### src/rtl/ahfp_cordic_sched.sv
// Two-requester round-robin scheduler in front of a shared, free-running CORDIC pipeline.
// Optional theta range check is enabled by defining AHFP_CORDIC_SCHED_RANGE_CHK_EN.
module ahfp_cordic_sched #(
   parameter int unsigned LATENCY   = 64,
   parameter int unsigned HIGH_PRIO = 0
) (
   input  logic        clk,
   input  logic        rst,
   input  logic        req0_valid,
   output logic        req0_ready,
   input  logic [31:0] req0_x,
   input  logic [31:0] req0_y,
   input  logic [31:0] req0_theta,
   input  logic        req1_valid,
   output logic        req1_ready,
   input  logic [31:0] req1_x,
   input  logic [31:0] req1_y,
   input  logic [31:0] req1_theta,
   input  logic        drain,
   output logic [31:0] cordic_x_start,
   output logic [31:0] cordic_y_start,
   output logic [31:0] cordic_theta,
   input  logic [31:0] cordic_x_cos,
   input  logic [31:0] cordic_y_sin,
   output logic        res_valid,
   output logic        res_id,
   output logic        res_err,
   output logic [31:0] res_x,
   output logic [31:0] res_y,
   output logic        busy,
   output logic [6:0]  outstanding
);

   localparam int unsigned CNT_W = 7;
   localparam int unsigned TAG_W = LATENCY;

   logic             prio;
   logic             grant0;
   logic             grant1;
   logic             grant;
   logic             gnt_id;
   logic [31:0]      sel_x;
   logic [31:0]      sel_y;
   logic [31:0]      sel_t;
   logic             op_err;
   logic             emerge;
   logic             emerge_err;
   logic [TAG_W-1:0] tag_v;
   logic [TAG_W-1:0] tag_id;
   logic [CNT_W-1:0] cnt_nxt;

   // prio names the requester that wins when both are valid
   assign req0_ready = !rst && !drain && (!req1_valid || (prio == 1'b0));
   assign req1_ready = !rst && !drain && (!req0_valid || (prio == 1'b1));

   assign grant0 = req0_valid & req0_ready;
   assign grant1 = req1_valid & req1_ready;
   assign grant  = grant0 | grant1;
   assign gnt_id = grant1;

   assign sel_x = gnt_id ? req1_x     : req0_x;
   assign sel_y = gnt_id ? req1_y     : req0_y;
   assign sel_t = gnt_id ? req1_theta : req0_theta;

   assign emerge = tag_v[TAG_W-1];

`ifdef AHFP_CORDIC_SCHED_RANGE_CHK_EN
   logic [TAG_W-1:0] tag_err;
   logic             res_err_q;

   // NaN/Inf exponent or magnitude beyond pi/2 is rejected
   assign op_err     = (sel_t[30:23] == 8'hFF) || (sel_t[30:0] > 31'h3FC9_0FDB);
   assign emerge_err = tag_err[TAG_W-1];
   assign res_err    = res_err_q;

   always_ff @(posedge clk) begin
      if (rst) begin
         tag_err   <= '0;
         res_err_q <= 1'b0;
      end else begin
         tag_err <= {tag_err[TAG_W-2:0], grant & op_err};
         if (emerge) begin
            res_err_q <= emerge_err;
         end else begin
            res_err_q <= 1'b0;
         end
      end
   end
`else
   assign op_err     = 1'b0;
   assign emerge_err = 1'b0;
   assign res_err    = 1'b0;
`endif

   // Decrement lands in the same cycle res_valid is presented, so the count never exceeds LATENCY
   always_comb begin
      cnt_nxt = outstanding;
      if (grant && !emerge) begin
         cnt_nxt = outstanding + CNT_W'(1);
      end else if (!grant && emerge) begin
         cnt_nxt = outstanding - CNT_W'(1);
      end
   end

   always_ff @(posedge clk) begin
      if (rst) begin
         prio           <= 1'(HIGH_PRIO);
         cordic_x_start <= '0;
         cordic_y_start <= '0;
         cordic_theta   <= '0;
         tag_v          <= '0;
         tag_id         <= '0;
         res_valid      <= 1'b0;
         res_id         <= 1'b0;
         res_x          <= '0;
         res_y          <= '0;
         outstanding    <= '0;
         busy           <= 1'b0;
      end else begin
         if (grant) begin
            prio           <= ~gnt_id;
            cordic_x_start <= op_err ? 32'h0 : sel_x;
            cordic_y_start <= op_err ? 32'h0 : sel_y;
            cordic_theta   <= op_err ? 32'h0 : sel_t;
         end
         tag_v     <= {tag_v[TAG_W-2:0], grant};
         tag_id    <= {tag_id[TAG_W-2:0], gnt_id & grant};
         res_valid <= emerge;
         if (emerge) begin
            res_id <= tag_id[TAG_W-1];
            res_x  <= emerge_err ? 32'h0 : cordic_x_cos;
            res_y  <= emerge_err ? 32'h0 : cordic_y_sin;
         end
         outstanding <= cnt_nxt;
         busy        <= (cnt_nxt != '0);
      end
   end

endmodule

### config.mk
export PLATFORM = sky130hd
export DESIGN_NAME = ahfp_cordic_sched
export DESIGN_NICKNAME = d
export VERILOG_FILES = /design/src/rtl/ahfp_cordic_sched.sv
export SDC_FILE = /design/constraint.sdc
export NUM_CORES = 1
export LEC_CHECK = 0
export BUFFER_PORTS_ARGS = -buffer_cell sky130_fd_sc_hd__buf_2
export CORE_AREA = 2 2 169 171
export CTS_CLUSTER_DIAMETER = 100
export CTS_CLUSTER_SIZE = 10
export DETAILED_ROUTE_END_ITERATION = 12
export DIE_AREA = 0 0 171 173
export PLACE_DENSITY = 0.73
export SLEW_MARGIN = 20
export SYNTH_ARGS = -nofsm -noshare
export SYNTH_HDL_FRONTEND = slang
export SYNTH_SLANG_ARGS = --single-unit
### constraint.sdc
create_clock -name clk -period 2.95 [get_ports clk]
set_clock_uncertainty 0.2 [all_clocks]
set_input_delay 0 -clock clk [delete_from_list [all_inputs] [get_ports clk]]
set_output_delay 0 -clock clk [all_outputs]
set_load 0.1 [all_outputs]
==> results of run 1 <==
[kinds of logic (layout without fill, tap and decap cells)]
family / after synthesis / in the layout / synth area share [%]
DFF: 299 / 299 / 58.8
AOI/OAI and AO/OA: 169 / 169 / 11.4
adders and majority gates: 2 / 2 / 0.246
and+or+nand+nor: 407 / 407 / 18.9
muxes: 66 / 66 / 6.61
other: 1 / 7 / 0.0368
buffers and inverters: 85 / 759 / 3.69
xor gates and xnor gates: 4 / 4 / 0.344
[Yosys cell counts]
| cell | n | area share, % |
|---|---|---|
| or2_1 | 1 | 0.061 |
| or2_0 | 1 | 0.061 |
| or4b_2 | 1 | 0.098 |
| a22oi_1 | 55 | 4.1 |
| nor2b_1 | 127 | 7.8 |
| buf_1 | 4 | 0.15 |
| mux2i_1 | 65 | 6.4 |
| inv_1 | 4 | 0.15 |
| nor4_1 | 2 | 0.12 |
| nor2_1 | 114 | 4.2 |
| a31oi_1 | 1 | 0.061 |
| nand4b_1 | 2 | 0.17 |
| and2_1 | 1 | 0.061 |
| a311oi_1 | 43 | 3.7 |
| inv_2 | 2 | 0.074 |
| o21ai_0 | 5 | 0.25 |
| conb_1 | 1 | 0.037 |
| clkbuf_1 | 45 | 1.7 |
| ha_1 | 2 | 0.25 |
| nand4bb_1 | 1 | 0.11 |
| or3_1 | 4 | 0.25 |
| nand2_1 | 144 | 5.3 |
| nand3_1 | 1 | 0.049 |
| nor3_1 | 2 | 0.098 |
| buf_4 | 5 | 0.37 |
| and3b_1 | 3 | 0.26 |
| buf_6 | 1 | 0.11 |
| nand2b_1 | 1 | 0.061 |
| a32oi_1 | 1 | 0.086 |
| buf_2 | 24 | 1.2 |
| and4_1 | 1 | 0.086 |
| a21oi_2 | 2 | 0.17 |
| a41oi_1 | 1 | 0.086 |
| a21oi_1 | 61 | 3.0 |
| xor2_1 | 2 | 0.17 |
| mux4_2 | 1 | 0.22 |
| dfxtp_1 | 299 | 59 |
| xnor2_1 | 2 | 0.17 |
| or4b_1 | 1 | 0.098 |
[sequential cells by signal (all words and copies together) (netlist names)]
name,flops
cordic_theta,32
outstanding,7
tag_v,64
res_x,32
prio,1
cordic_x_start,32
cordic_y_start,32
res_y,32
busy,1
res_id,1
res_valid,1
tag_id,64
[worst max-delay path, cell delays in order]
cell and delay [ps]:
dlygate4sd3_1 540, clkbuf_8 140, or2_1 310, a21oi_2 60, nand2_1 140, clkinv_2 450, buf_4 380, a22oi_1 260
dlygate4sd3_1 640, a21oi_1 80
[worst max-delay path by stage]
stage                          to  slack, ps  depth (start not counted)           start
3_5_place_dp                 busy        650                          6  outstanding[0]
3_3_place_gp                 busy        660                          6  outstanding[0]
2_1_floorplan  cordic_y_start[14]         30                          8           drain
5_1_grt        cordic_y_start[13]          5                         10             rst
4_1_cts        cordic_x_start[25]        200                         10             rst
6_report       cordic_y_start[13]         80                         10             rst
[through the flow]
step | setup WS (ps) | power, mW | instances | instance area (sq um) | hold slack (ps)
after detailed placement | 653 | 5.37 | 1780 | 12600 | 41.9
final | 82.9 | 9.30 | 2091 | 16300 | -7.62
after CTS | 201 | 9.34 | 2085 | 16200 | 27.4
after global routing | 5.05 | 9.62 | 2091 | 16300 | 20.7
after global placement | 658 | 5.36 | 1780 | 12600 | 35.4
after floorplan | 34.6 | 5.04 | 1033 | 10200 | -52.8
[power by group through the flow]
stage	registers [mW]	clock network, mW	logic (mW)
detailed placement	4.25	0	1.12
global placement	4.25	0	1.11
global route	4.17	3.95	1.50
finish	4.17	3.70	1.44
floorplan	4.78	0	0.259
CTS	4.16	3.79	1.39
[cell type report]
class                   instances  area [sq um]
clock inverters                 3          55.1
flip-flops and latches        299          5990
inverters                       6          25.0
well taps                     378           473
diodes                          6          15.0
clock buffers                  37           883
fillers                      2126         11400
repair buffers                713          4980
multi-input cells             649          3830
[timing repair]
| action | 4_1_cts | 5_1_grt |
|---|---|---|
| endpoints found under the hold margin | 170 | 0 |
| gates resized for setup | 0 | 3 |
| hold buffers | 265 | 0 |
| endpoints found under the setup margin | 0 | 1 |
[metal layers]
layer  track usage [%]  up-vias  share of wire, %
met5                 0        -             0.063
met4              15.7        4               6.8
met3              7.32      199                10
met2              37.4      669                45
met1              26.2     4832                38
li1                  -     4794                 -
==> flow_metrics.tcl, run 1 <==
set metrics [dict create \
    synthesis.instances 1033 \
    cts_sinks 299 \
    p_per_area_nw_per_um2 572 \
    min_from "req1_valid" \
    cts_tree "built" \
    power_switching_share_pct 27.5 \
    whs_endpoint "prio" \
    wl_per_cell_um 17.5 \
    drc 0 \
    seqPwrFrac_pct 44.8 \
    crit_arrival_ps 3030 \
    finalCritPeriodShare_pct 97.2 \
    grt_usage_pct 23.3 \
    ir_drop_mv 0.388 \
    syn-num-nets 1296 \
    regToRegSetupSlack_ps 190 \
    coreArea_sq_um 27600 \
    grt_pass1_wl_mm 55.4 \
    overflow 0 \
    grt_pass1_vias 10600 \
    die-area_sq_um 29600 \
    r2r-end "cordic_y_start[13]" \
    path_max_fanout 30 \
    start_util_pct 36.9 \
    viasPerCell 5.02 \
    htreeDepth 2 \
    postCtsSetupRepairBufs 0 \
    grt_max_degree 238 \
    ys_ff_latch 299 \
    clk_latency_ps 510 \
    gp_congestion 0.900 \
    core.rowCount 61 \
    final_common_cell "buf_2" \
    first_pass_iters 5 \
    syn_area_sq_um 10200 \
    ys_seq_area_share_pct 58.8 \
    setup-tns-final_ps 0 \
    drtIter0Drc 817 \
    crit_path_start_kind "input port" \
    synth_cell_types 39 \
    hold_path_depth 5 \
    path_clk_slew_ps 60 \
    cts_buffers 35 \
    internal-power_mw 6.74 \
    portBuffers 432 \
    r2r-start "prio" \
    hold_path.class "input port to register" \
    syn_avg_cell_area_sq_um 9.86 \
    worst_pin_slew_ps 1030 \
    hpwl_mm 20.2 \
    die_h_um 173 \
    hold_ws_ps -7.62 \
    maxCapViolCount 0 \
    fin_crit_ps 2870 \
    worstSetupPathType "input port to register" \
    antenna_left 0 \
    cts_buffer_depth 3 \
    run_status "complete, but fails checks" \
    antenna_found_initial 9 \
    maxSlewHeadroom_pct 31.1 \
    synth_warnings 0 \
    clock-root-buffer "clkbuf_16" \
    wirelength_mm 36.5 \
    nNetsFinal 1967 \
    cellLeakagePower_nw 7.08 \
    io_pins 434 \
    syn_to_final_growth_pct 59.6 \
    cp-end-kind "register" \
    cp.required_ps 3110 \
    maxSlewViolCount 0 \
    clockPowerShare_pct 39.7 \
    dieWidth_um 171 \
    post-route-util_pct 58.8 \
    violations "hold timing" \
    power_switching_mw 2.56 \
    finalSetupViolCount 0 \
    comb_power_share_pct 15.4 \
    route.vias.total 10500 \
    final_cell_mix "buf_2 (431), dfxtp_1 (298), dlygate4sd3_1 (265)" \
    clock.fmax_mhz 349 \
    rsz0062_at_grt "false" \
    finalHoldViolations 1 \
    drive_gt1_share_pct 29.0 \
    r2r.worst_path.cells 8 \
]
Power figures use the tool's default switching activity.
==> run 2, diff against run 1 <==
REMOVE_ABC_BUFFERS = 1   (was not set)
==> run 2 against run 1 <==
Net effect: the run now ends clean; final cell count is 0.62% lower; register-to-register slack gained 220 ps; via count down 2.4%; total power decreased by 1.4%; critical endpoint is now cordic_y_start[30]; combinational power about the same; wire length shrank 2.1%; non-clock buffer count is 12 lower; critical path depth stayed put; critical path type unchanged; core utilization fell by 0.54 points; sequential power about the same; sequential share of layout area increased by 0.34 points.
==> flow_metrics.tcl, run 2 (same netlist as run 1, synthesis figures left out) <==
set metrics [dict create \
    run_status "complete, no violations" \
    clock.fmax_mhz 359 \
    portBuffers 432 \
    r2r.worst_path.cells 8 \
    start_util_pct 36.9 \
    setup-tns-final_ps 0 \
    route.vias.total 10200 \
    crit_path_start_kind "input port" \
    slowest_delay_ps 640 \
    wl_per_cell_um 17.2 \
    clk_latency_ps 500 \
    finalHoldViolations 0 \
    cts_buffer_depth 3 \
    maxSlewHeadroom_pct 24.3 \
    min_from "req0_valid" \
    coreArea_sq_um 27600 \
    cts_sinks 299 \
    hpwl_mm 20.1 \
    clock-root-buffer "clkbuf_16" \
    regToRegSetupSlack_ps 410 \
    overflow 0 \
    antenna_left 0 \
    fin_area_sq_um 16100 \
    path_clk_slew_ps 50 \
    first_pass_iters 6 \
    cts_tree "built" \
    crit_top_cell "dlygate4sd3_1" \
    ir_drop_mv 0.516 \
    cts_buffers 35 \
    placed_cell_area_sq_um 12600 \
    postCtsSetupRepairBufs 0 \
    die_h_um 173 \
    maxCapViolCount 0 \
    fin_crit_ps 2790 \
    whs_endpoint "tag_id[0]" \
    p_total_mw 9.17 \
    p_per_area_nw_per_um2 569 \
    drc 0 \
    io_pins 434 \
    reg_top3 "tag_id (64), tag_v (64)" \
    worstSetupPathType "input port to register" \
    hold_path.class "input port to register" \
    maxSlewViolCount 0 \
    die-area_sq_um 29600 \
    path_max_fanout 53 \
    cpMaxStageDelayCell "dlygate4sd3_1" \
    grt_max_degree 248 \
    finalCritPeriodShare_pct 94.5 \
    antenna_found_initial 11 \
    worst_pin_slew_ps 1140 \
    r2r-end "cordic_y_start[30]" \
    dieWidth_um 171 \
    final_common_cell "buf_2" \
    crit_arrival_ps 3000 \
    nNetsFinal 1955 \
    syn_to_final_growth_pct 58.1 \
    final_cell_mix "buf_2 (431), dfxtp_1 (298), dlygate4sd3_1 (259)" \
    r2r-start "prio" \
    cp.required_ps 3170 \
    wirelength_mm 35.8 \
    gp_congestion 0.873 \
    hold_path_depth 5 \
    htreeDepth 2 \
    rsz0062_at_grt "false" \
    grt_usage_pct 23.1 \
    cellLeakagePower_nw 6.99 \
    cp-end-kind "register" \
    grt_pass1_vias 10300 \
    drtIter0Drc 582 \
    crit_chain "dlygate4sd3_1, buf_8, or2_4, a21oi_2, nand2_2, inv_6, buf_12, nand2_1, a311oi_1, dlygate4sd3_1" \
    core.rowCount 61 \
    grt_pass1_wl_mm 54.4 \
    viasPerCell 4.93 \
    finalSetupViolCount 0 \
    fillers 2214 \
    post-route-util_pct 58.3 \
    drive_gt1_share_pct 28.9 \
]
## run 2: stage by stage
stage	hold WS, ps	instances	setup slack [ps]
global placement	32.6	1774	721
finish	21.3	2078	164
detailed placement	43.2	1774	666
CTS	62.3	2070	76.3
global route	52.1	2078	68.3
floorplan	-133	954	-1060
## run 2: area by class of cell
type	instances	area [sq um]	share of cell area [%]
Clock buffer	37	883	5.49
Clock inverter	1	8.76	0.0544
Tap cell	378	473	2.94
Antenna cell	7	17.5	0.109
Multi-Input combinational cell	649	3830	23.8
Sequential cell	299	5990	37.2
Inverter	6	27.5	0.171
Timing Repair Buffer	701	4870	30.3
## run 2: critical path, delay by kind of cell
family	cells	cell delay [ps]
AO/OA/AOI/OAI	2	520
buffers and inverters	5	1870
AND/OR/NAND/NOR	3	530
## run 2: worst max-delay path by stage
| stage | end | start | slack, ps |
|---|---|---|---|
| 2_1_floorplan | busy | tag_v[63] | -1060 |
| 3_3_place_gp | busy | outstanding[0] | 720 |
| 3_5_place_dp | busy | outstanding[0] | 670 |
| 4_1_cts | cordic_theta[11] | rst | 80 |
| 5_1_grt | cordic_y_start[30] | rst | 70 |
| 6_report | cordic_y_start[30] | rst | 160 |
## run 2: routing by layer
layer / up-vias / share of wire (%) / global-route usage, %
li1: 4778 / - / -
met1: 4730 / 38 / 25.3
met2: 588 / 49 / 40.8
met3: 147 / 7.9 / 5.45
met4: 4 / 5.6 / 12.8
met5: - / 0.076 / 0
## run 2: timing repair
item,4_1_cts,5_1_grt
hold endpoints to repair,204,1
setup endpoints to repair,0,69
gates resized for setup,0,5
hold buffers,258,1
## run 2: power by group
group	leakage (nW)	internal (mW)	switching, mW
combinational	4.13	0.486	0.935
clock	0.438	2.10	1.48
sequential	2.42	4.12	0.0473
total	6.99	6.70	2.46
